--- src/rtl/keymux_pkg.sv ---
// Shared constants for the keyed lookup table: default geometry and the
// index-width helper used by every module that carries an entry index.
package keymux_pkg;

  localparam int DEF_NR_KEY      = 4;
  localparam int DEF_KEY_LEN     = 2;
  localparam int DEF_DATA_LEN    = 2;
  localparam int DEF_HAS_DEFAULT = 1;
  localparam int DEF_CNT_W       = 8;

  // Width of an entry index; a single-entry table still needs one bit.
  function automatic int idx_w(input int n);
    return (n <= 1) ? 1 : $clog2(n);
  endfunction

endpackage

--- src/rtl/keymux_match.sv ---
// Priority key match: compares one key against every valid entry and reports
// the lowest matching index. Purely combinational.
module keymux_match
  import keymux_pkg::*;
#(
  parameter int NR_KEY  = DEF_NR_KEY,
  parameter int KEY_LEN = DEF_KEY_LEN,
  parameter int IDX_W   = idx_w(DEF_NR_KEY)
) (
  input  logic [KEY_LEN-1:0]        key,
  input  logic [NR_KEY-1:0]         valid,
  input  logic [NR_KEY*KEY_LEN-1:0] keys,
  output logic                      hit,
  output logic [IDX_W-1:0]          idx
);

  // Scan from the top down so the lowest matching index is the last writer.
  always_comb begin
    hit = 1'b0;
    idx = '0;
    for (int i = NR_KEY - 1; i >= 0; i--) begin
      if (valid[i] && (keys[i*KEY_LEN +: KEY_LEN] == key)) begin
        hit = 1'b1;
        idx = IDX_W'(i);
      end
    end
  end

endmodule

--- src/rtl/keymux_table.sv ---
// Keyed lookup table with one registered output stage.
//
// Handshake: a lookup is accepted on a rising edge where in_valid && in_ready;
// a result is consumed on a rising edge where out_valid && out_ready. in_ready
// is high whenever the output register is empty or is being drained this
// cycle, so back-to-back lookups flow at one per cycle while out_ready is high.
// While out_valid && !out_ready the result fields are held unchanged.
//
// Lookups always see the table as it was before the edge; a write or clear in
// the same cycle only becomes visible to the next lookup.
module keymux_table
  import keymux_pkg::*;
#(
  parameter int NR_KEY      = DEF_NR_KEY,
  parameter int KEY_LEN     = DEF_KEY_LEN,
  parameter int DATA_LEN    = DEF_DATA_LEN,
  parameter int HAS_DEFAULT = DEF_HAS_DEFAULT,
  parameter int CNT_W       = DEF_CNT_W,
  localparam int IDX_W      = idx_w(NR_KEY)
) (
  input  logic                clk,
  input  logic                rst_n,
  input  logic                wr_en,
  input  logic [IDX_W-1:0]    wr_idx,
  input  logic [KEY_LEN-1:0]  wr_key,
  input  logic [DATA_LEN-1:0] wr_data,
  input  logic                clr,
  input  logic                in_valid,
  output logic                in_ready,
  input  logic [KEY_LEN-1:0]  in_key,
  input  logic [DATA_LEN-1:0] default_out,
  output logic                out_valid,
  input  logic                out_ready,
  output logic [DATA_LEN-1:0] out_data,
  output logic                out_hit,
  output logic [IDX_W-1:0]    out_idx,
  output logic [CNT_W-1:0]    miss_cnt
);

  logic [NR_KEY-1:0]         valid_q;
  logic [KEY_LEN-1:0]        key_q  [NR_KEY];
  logic [DATA_LEN-1:0]       data_q [NR_KEY];
  logic [NR_KEY*KEY_LEN-1:0] keys_flat;

  logic                m_hit;
  logic [IDX_W-1:0]    m_idx;
  logic                accept;
  logic                wr_ok;
  logic [DATA_LEN-1:0] miss_data;

  for (genvar g = 0; g < NR_KEY; g++) begin : g_flat
    assign keys_flat[g*KEY_LEN +: KEY_LEN] = key_q[g];
  end

  keymux_match #(
    .NR_KEY (NR_KEY),
    .KEY_LEN(KEY_LEN),
    .IDX_W  (IDX_W)
  ) u_match (
    .key  (in_key),
    .valid(valid_q),
    .keys (keys_flat),
    .hit  (m_hit),
    .idx  (m_idx)
  );

  // Indices past the last entry exist when NR_KEY is not a power of two.
  assign wr_ok     = (int'(wr_idx) < NR_KEY);
  assign in_ready  = !out_valid || out_ready;
  assign accept    = in_valid && in_ready;
  assign miss_data = (HAS_DEFAULT != 0) ? default_out : '0;

  // Table storage: clear beats a same-cycle write.
  always_ff @(posedge clk) begin
    if (!rst_n) begin
      valid_q <= '0;
      for (int i = 0; i < NR_KEY; i++) begin
        key_q[i]  <= '0;
        data_q[i] <= '0;
      end
    end else if (clr) begin
      valid_q <= '0;
    end else if (wr_en && wr_ok) begin
      valid_q[wr_idx] <= 1'b1;
      key_q[wr_idx]   <= wr_key;
      data_q[wr_idx]  <= wr_data;
    end
  end

  // Output register and saturating miss counter; untouched by clr.
  always_ff @(posedge clk) begin
    if (!rst_n) begin
      out_valid <= 1'b0;
      out_data  <= '0;
      out_hit   <= 1'b0;
      out_idx   <= '0;
      miss_cnt  <= '0;
    end else if (accept) begin
      out_valid <= 1'b1;
      out_data  <= m_hit ? data_q[m_idx] : miss_data;
      out_hit   <= m_hit;
      out_idx   <= m_hit ? m_idx : '0;
      if (!m_hit && (miss_cnt != {CNT_W{1'b1}})) begin
        miss_cnt <= miss_cnt + CNT_W'(1);
      end
    end else if (out_ready) begin
      out_valid <= 1'b0;
    end
  end

endmodule

--- config.mk ---
export PLATFORM = sky130hd
export DESIGN_NAME = keymux_table
export DESIGN_NICKNAME = d
export VERILOG_FILES = /design/src/rtl/keymux_pkg.sv /design/src/rtl/keymux_match.sv /design/src/rtl/keymux_table.sv
export SDC_FILE = /design/constraint.sdc
export NUM_CORES = 1
export LEC_CHECK = 0
export ABC_AREA = 1
export ABC_CLOCK_PERIOD_IN_PS = 1500
export CAP_MARGIN = 20
export CORE_ASPECT_RATIO = 0.7
export CORE_MARGIN = 2
export CORE_UTILIZATION = 40
export CTS_BUF_LIST = sky130_fd_sc_hd__clkbuf_16
export DETAILED_ROUTE_END_ITERATION = 16
export HOLD_SLACK_MARGIN = 0.05
export PLACE_DENSITY_LB_ADDON = 0.15
export SYNTH_ARGS = -nofsm -noshare
export SYNTH_HDL_FRONTEND = slang
export SYNTH_SLANG_ARGS = --single-unit
--- constraint.sdc ---
create_clock -name clk -period 1.5 [get_ports clk]
set_input_delay 0.375 -clock clk [delete_from_list [all_inputs] [get_ports clk]]
set_output_delay 0.375 -clock clk [all_outputs]
set_load 0.05 [all_outputs]
==> key figures, run 1 <==
STA
  • Final Cycle Share: 1.02
  • Final clock skew: 5.75 ps
  • Final Hold Violating Endpoints: 0
  • Fin. max-slew vios: 0
  • Worst Hold Slack: 431 ps
  • Worst slew pin tran: 299 ps
  • Unrepaired setup endpoints after global routing: true
  • PnR worst setup slack: -35.0 ps
  • FMAX: 0.651 GHz
  • # setup viols final: 3
  • Final min period: 1540 ps
  • Slew headroom: 0.800

Placed design
  • Port Buffers: 30
  • Cell Area, Placed: 0.00243 sq mm
  • Gpl congestion: 0.826
  • HPWL after DPL: 3030 microns

Drt
  • Pre-Repair DR Iteration Count: 4
  • Drt initial violations: 143
  • Detail Route Antenna Nets: 0
  • DRC Markers: 0
  • Via Count: 1598
  • Routed vias/inst: 4.69
  • Final WL: 4110 microns
  • Wire per inst: 12.0 microns

Power
  • Peak supply drop: 0.000753 V
  • Leakage power total: 1.24 nW
  • Cell Pwr Density: 881 mW/mm^2

Min path
  • Worst hold start: out_ready
  • Hold WC Path Type: in2reg

Floorplan
  • Core Region: 0.00399 sq mm
  • Initial Util: 0.422
  • Die height: 58.3 microns
  • Rows: 19
  • IO Pins: 31
  • Die ar.: 0.00476 sq mm
  • Die width: 81.6 microns

Layout
  • Multi-input gate area: 806 sq um
  • Commonest non-fill, non-tap cell in the layout: nand2_1
  • FF/Latch Area: 855 sq um
  • Share of cells above drive strength 1: 0.377
  • Most frequent cells in the layout: nand2_1, inv_1, buf_4
  • Post-route cell area: 0.00276 sq mm
  • Ant diodes: 0
  • Area Overhead vs Synth: 63.5%
  • Number of fill cells: 321
  • Nets@finish: 305

Global routing
  • Antenna violations before repair: 0
  • Largest net degree at the start of global routing: 11
  • First-pass GRT wire length: 6970 microns
  • Vias in the first global route: 1535
  • Gr ovfl total: 0
  • GRT Total Usage: 0.194

Yosys
  • Syn nets: 234
  • Largest cells by area after synthesis: edfxtp_1, dfxtp_1, nand2_1
  • Flops & latches, synth: 34
  • Post-synth top area share: 0.285
  • Cells after synthesis: 217
  • Post-synthesis sequential area ratio: 0.499
  • Ys async rst share: 0
  • Synth warnings: 0
  • Mapped Area: 0.00169 sq mm
  • Avg Cell Area, Syn: 7.77 sq um
  • Post-synth EDFFs: 16
  • Yosys cell types: 23
  • Main synth FF type: dfxtp_1
  • Cell taking the most area after synthesis: edfxtp_1

CTS
  • Clk_lat worst skew: 270 ps
  • H-tree levels: 2
  • CTS tree: done
  • CTS Buf Count: 5
  • CTS max path bufs: 2
  • CTS sink cnt: 34
  • Clk pin slew, worst setup/hold paths: 50 ps
  • Hold-fix buffers, CTS: 0
  • Clock Tree Root: clkbuf_16

Worst setup path
  • R2r startpoint: key_q[0][0]
  • CP Class: reg2reg
  • Arrival time at the worst endpoint: 1730 ps
  • CP endpoint kind: flop
  • Worst Path Max Fanout: 7
  • CP Launch Type: flop
  • Req. time, crit path: 1700 ps
  • Worst Setup SP: key_q[0][0]

Outcome
  • Status: finished, violations left
  • Failing checks: setup timing

Job
  • Max cap viols: 0
==> through the flow <==
step	power (mW)	TNS [ps]	utilization	worst slack, ps	instances
finish	2.43	-50.0	0.690	-35.0	341
floorplan	1.25	0	-	4.43	217
global placement	1.45	-14690	0.609	-621	326
detailed placement	1.46	-15150	0.609	-700	326
global route	2.53	-859	0.690	-121	341
CTS	2.44	-60.6	0.677	-33.7	341
==> logic make-up after synthesis <==
group | synth area share
and+or+nand+nor | 0.271
xor gates and xnor gates | 0.0312
AOI/OAI and AO/OA | 0.0920
DFF | 0.499
adders and majority gates | 0.00742
buffers and inverters | 0.100
==> registers in the layout, indices dropped and copies added (netlist names) <==
name,flops
out_idx,2
valid_q,4
out_hit,1
miss_cnt,8
data_q,8
out_valid,1
out_data,2
key_q,8
==> what timing repair did <==
| action | CTS | global route |
|---|---|---|
| resized for setup | 26 | 26 |
| pin swaps | 13 | 11 |
| cloned | 1 | 0 |
| endpoints found under the setup margin | 20 | 39 |
| setup buffers | 7 | 1 |
| hold endpoints to repair | 0 | 0 |
==> final cells by class <==
| type | instances | area share |
|---|---|---|
| timing repair buffer | 65 | 0.269 |
| inverter | 41 | 0.0558 |
| multi-input combinational | 141 | 0.292 |
| tap | 52 | 0.0236 |
| clock buffer | 5 | 0.0454 |
| clock inverter | 3 | 0.00454 |
| sequential | 34 | 0.310 |
==> report_power, final <==
part	switching [mW]	internal (mW)	leakage (nW)	total (mW)
clock network	0.339	0.598	0.0724	0.937
registers	0.0381	1.02	0.305	1.06
logic	0.222	0.209	0.858	0.431
==> Yosys cell counts (3+ instances only) <==
cell       n
nand3_1   21
nor2_1    24
nand2_1   45
a21oi_1   17
edfxtp_1  16
inv_1     39
nand2_2    6
xor2_1     4
nor3_1     3
o21ai_0    8
dfxtp_1   18
==> worst paths after layout <==
| kind | end | slack, ps | cells after the start |
|---|---|---|---|
| worst max-delay path | miss_cnt[2] | -40 | 11 |
| worst min-delay path | out_valid | 430 | 4 |
| worst max register to register | miss_cnt[2] | -40 | 11 |
| worst min register to register | valid_q[3] | 470 | 2 |
==> routing by layer <==
layer,up-vias,track usage,routed length [microns]
li1,837,-,-
met1,718,0.300,2080
met2,39,0.272,1780
met3,4,0.0521,224
met4,0,0.0452,25
met5,-,0,0
==> critical path, cell delays in order (launching register included) <==
cell      delay, ps
edfxtp_1        450
inv_2            90
nand2_2          50
nand3_2          80
nor2_4           40
nor2_4          110
nand2_2          70
nor2_4          120
buf_12          140
buf_6            90
o211ai_1         70
a21oi_1         140
Note: power is estimated with default switching activity, not from simulation.
==> run 2, diff against run 1 <==
--- a/config.mk
+++ b/config.mk
@@ -17,4 +17,6 @@
 export PLACE_DENSITY_LB_ADDON = 0.15
 export SYNTH_ARGS = -nofsm -noshare
 export SYNTH_HDL_FRONTEND = slang
+export SYNTH_HIERARCHICAL = 1
 export SYNTH_SLANG_ARGS = --single-unit
+export TNS_END_PERCENT = 100
==> run 2 against run 1 <==
- sequential power about the same
- worst setup slack worse by 2.9 ps
- sequential cell count unchanged
- clock skew down 0.94 ps
- highest routed layer unchanged
- power up 7.7%
- register-to-register slack about the same
- global-route usage up 1.2 points
- non-clock buffer count down 3
- hold slack better by 27 ps
- largest cell class is now multi-input gates
- sequential share of layout area down 0.69 points
- core utilization up 0.34 points
- the flow still finishes with violations (setup timing)
- combinational power down 3%
==> key figures, run 2 <==
Drt
  • Routed vias/inst: 4.82 (+2.9%)
  • DRC Markers: 0 (unchanged)
  • Via Count: 1659 (+3.8%)
  • Wire per inst: 12.5 microns (+3.4%)
  • Pre-Repair DR Iteration Count: 4 (unchanged)
  • Final WL: 4290 microns (+4.3%)
  • Drt initial violations: 107 (-25%)
  • Detail Route Antenna Nets: 0 (unchanged)

STA
  • PnR worst setup slack: -37.9 ps (-2.85 ps)
  • Final Hold Violating Endpoints: 0 (unchanged)
  • Fin. max-slew vios: 0 (unchanged)
  • # setup viols final: 2 (-1)
  • Slew headroom: 0.792 (-0.00817)
  • Worst slew pin tran: 311 ps (+11.5 ps)
  • FMAX: 0.650 GHz (-0.19%)
  • Final min period: 1540 ps (+2.85 ps)
  • Worst Hold Slack: 458 ps (+27.0 ps)
  • Final clock skew: 4.81 ps (-0.941 ps)
  • Unrepaired setup endpoints after global routing: true
  • Final Cycle Share: 1.03 (+0.00190)
  • Fin Setup TNS: -71.2 ps (-21.2 ps)

Layout
  • Commonest non-fill, non-tap cell in the layout: nand2_1
  • Ant diodes: 0 (unchanged)
  • FF/Latch Area: 845 sq um (-1.2%)
  • Multi-input gate area: 898 sq um (+11%)
  • Number of fill cells: 295 (-8.1%)
  • Post-route core utilization: 0.694 (+0.00339)
  • Area Overhead vs Synth: 61.8%
  • Nets@finish: 308 (+0.98%)
  • Share of cells above drive strength 1: 0.363 (-0.0141)
  • Layout Cells excl Fill: 344 (+0.88%)
  • Most frequent cells in the layout: nand2_1, nor2_1, buf_4
  • Largest registers: data_q: 8 flops, key_q: 8 flops, miss_cnt: 8 flops
  • Post-route cell area: 0.00279 sq mm (+1.1%)

Yosys
  • Synth warnings: 6 (+6)
  • Flops & latches, synth: 34 (unchanged)
  • Mapped Area: 0.00172 sq mm (+2.2%)
  • Most numerous cell in the Yosys netlist: nand2_1
  • Post-synth top area share: 0.279 (-0.00600)
  • Ys async rst share: 0 (unchanged)
  • Largest cells by area after synthesis: edfxtp_1, dfxtp_1, nand2_1
  • Post-synthesis sequential area ratio: 0.488 (-0.0105)
  • Syn nets: 241 (+3.0%)
  • Avg Cell Area, Syn: 7.69 sq um (-1.0%)
  • Cells after synthesis: 224 (+3.2%)
  • Yosys cell types: 29 (+26%)
  • Top cells by count, synth: nand2_1, nor2_1, inv_1
  • Post-synth EDFFs: 16 (unchanged)
  • Main synth FF type: dfxtp_1
  • Cell taking the most area after synthesis: edfxtp_1

Worst setup path
  • CP Class: reg2reg
  • CP Cell Sequence: inv_1 > nand2_1 > nand2_1 > nand3_2 > nor2b_4 > buf_4 > nor2_4 > inv_1 > nand3_1 > nand3_1 > a21oi_1
  • Reg-to-Reg End: out_data[1]
  • Crit-path leading delay family: simple AND/OR/NAND/NOR gates
  • Req. time, crit path: 1710 ps (about the same)
  • R2R depth: 11 (unchanged)
  • Crit path buf inv count: 3 (unchanged)
  • Arrival time at the worst endpoint: 1750 ps (+20 ps)
  • R2r startpoint: key_q[2][1]
  • CP endpoint kind: flop
  • Worst Path Max Fanout: 4 (-3)
  • Worst Setup SP: key_q[2][1]
  • Crit-path max cell delay: 400 ps (-50 ps)
  • Reg2Reg Setup Slack: -40 ps (about the same)
  • CP Launch Type: flop
  • Slowest-stage cell, CP: edfxtp_1

Outcome
  • Failing checks: setup timing
  • Status: finished, violations left

Min path
  • Hold endpoint: valid_q[2]
  • Hold path depth: 2 (-2)
  • Worst hold start: valid_q[2]
  • Hold WC Path Type: reg2reg

Job
  • Max cap viols: 0 (unchanged)

Floorplan
  • Rows: 19 (unchanged)
  • Die height: 58.9 microns (+0.99%)
  • IO Pins: 31 (unchanged)
  • Initial Util: 0.429 (+0.00653)
  • Die width: 82.4 microns (+1.0%)
  • Die ar.: 0.00486 sq mm (+2.0%)
  • Core Region: 0.00402 sq mm (+0.60%)

Power
  • Total power: 2.62 mW (+7.7%)
  • Internal: 1.99 mW (+8.6%)
  • Cell Pwr Density: 938 mW/mm^2 (+6.6%)
  • Share of power burned in registers: 0.404 (-0.033)
  • Switching part of the total: 0.241 (-0.00616)
  • Peak supply drop: 0.000712 V (-5.5%)
  • Comb pwr share: 0.160 (-0.017)
  • Leakage power total: 1.22 nW (-1.1%)
  • Sw Pwr: 0.630 mW (+5.0%)
  • Clk pwr share: 0.436 (+0.050)

CTS
  • Clk pin slew, worst setup/hold paths: 50 ps (about the same)
  • CTS sink cnt: 34 (unchanged)
  • H-tree levels: 2 (unchanged)
  • CTS max path bufs: 2 (unchanged)
  • Hold-fix buffers, CTS: 0 (unchanged)
  • CTS tree: done
  • CTS Buf Count: 5 (unchanged)
  • Clk_lat worst skew: 280 ps (about the same)
  • Clock Tree Root: clkbuf_16

Placed design
  • Cell Area, Placed: 0.00247 sq mm (+1.5%)
  • Pre-CTS setup slack: -604 ps (+95.6 ps)
  • HPWL after DPL: 3090 microns (+2.0%)
  • Gpl congestion: 0.777 (-6.0%)
  • Port Buffers: 30 (unchanged)
  • DP Cell Count: 334 (+2.5%)

Global routing
  • Antenna violations before repair: 0 (unchanged)
  • GRT Total Usage: 0.206 (+0.0119)
  • Largest net degree at the start of global routing: 14 (+3)
  • Gr ovfl total: 0 (unchanged)
  • First-pass GRT wire length: 7200 microns (+3.4%)
  • Vias in the first global route: 1520 (-0.98%)
[run 2: cell types whose count changed in the layout (fill, tap and decap cells not counted), sizes merged, moves of 5 or more]
cell,previous run,this run
nand3,22,16
o21ai,9,4
buf,52,47
nand2,52,70
nor2,26,36
inv,42,34
[run 2: worst max path at each step]
stage,endpoint,cells after the start
3_5_place_dp,out_data[1],12
6_report,out_data[1],11
3_3_place_gp,out_data[0],12
4_1_cts,out_data[1],12
2_1_floorplan,miss_cnt[6],7
5_1_grt,out_data[1],11
[run 2: timing repair]
action,4_1_cts,5_1_grt
setup buffers,1,2
setup endpoints to repair,14,22
pin swaps,7,18
resized for setup,19,27
[run 2: cells by family (layout without fill, tap and decap cells)]
family          Yosys count  after routing  synth area share
flops                    34             34             0.488
compound gates           22             22            0.0712
fa+ha+maj                 1              1           0.00726
simple gates            132            132             0.354
xor+xnor                  1              1           0.00508
buf+inv                  34            102            0.0748
[run 2: metal layers]
layer,GRT usage,share of wire,vias up
li1,-,-,849
met1,0.313,0.51,762
met2,0.273,0.42,44
met3,0.0736,0.061,4
met4,0.0571,0.0068,0
met5,0,0,-
[run 2: cell type report]
type	count	share of cell area
clock buffer	5	0.0449
clock inverter	3	0.0135
tap	52	0.0233
multi-input combinational	156	0.322
inverter	32	0.0440
timing repair buffer	62	0.249
sequential	34	0.303
[run 2: worst min-delay path, delay by kind of cell, from the launching register on]
kind	cells	cell delay [ps]
flops	1	300
simple gates	2	110
[run 2: power groups by stage]
stage               combinational [mW]  clock [mW]  sequential [mW]
floorplan                        0.136           0             1.12
detailed placement               0.389           0             1.07
finish                           0.419        1.14             1.06
CTS                              0.401        1.15             1.06
global route                     0.453        1.21             1.06
global placement                 0.385           0             1.07
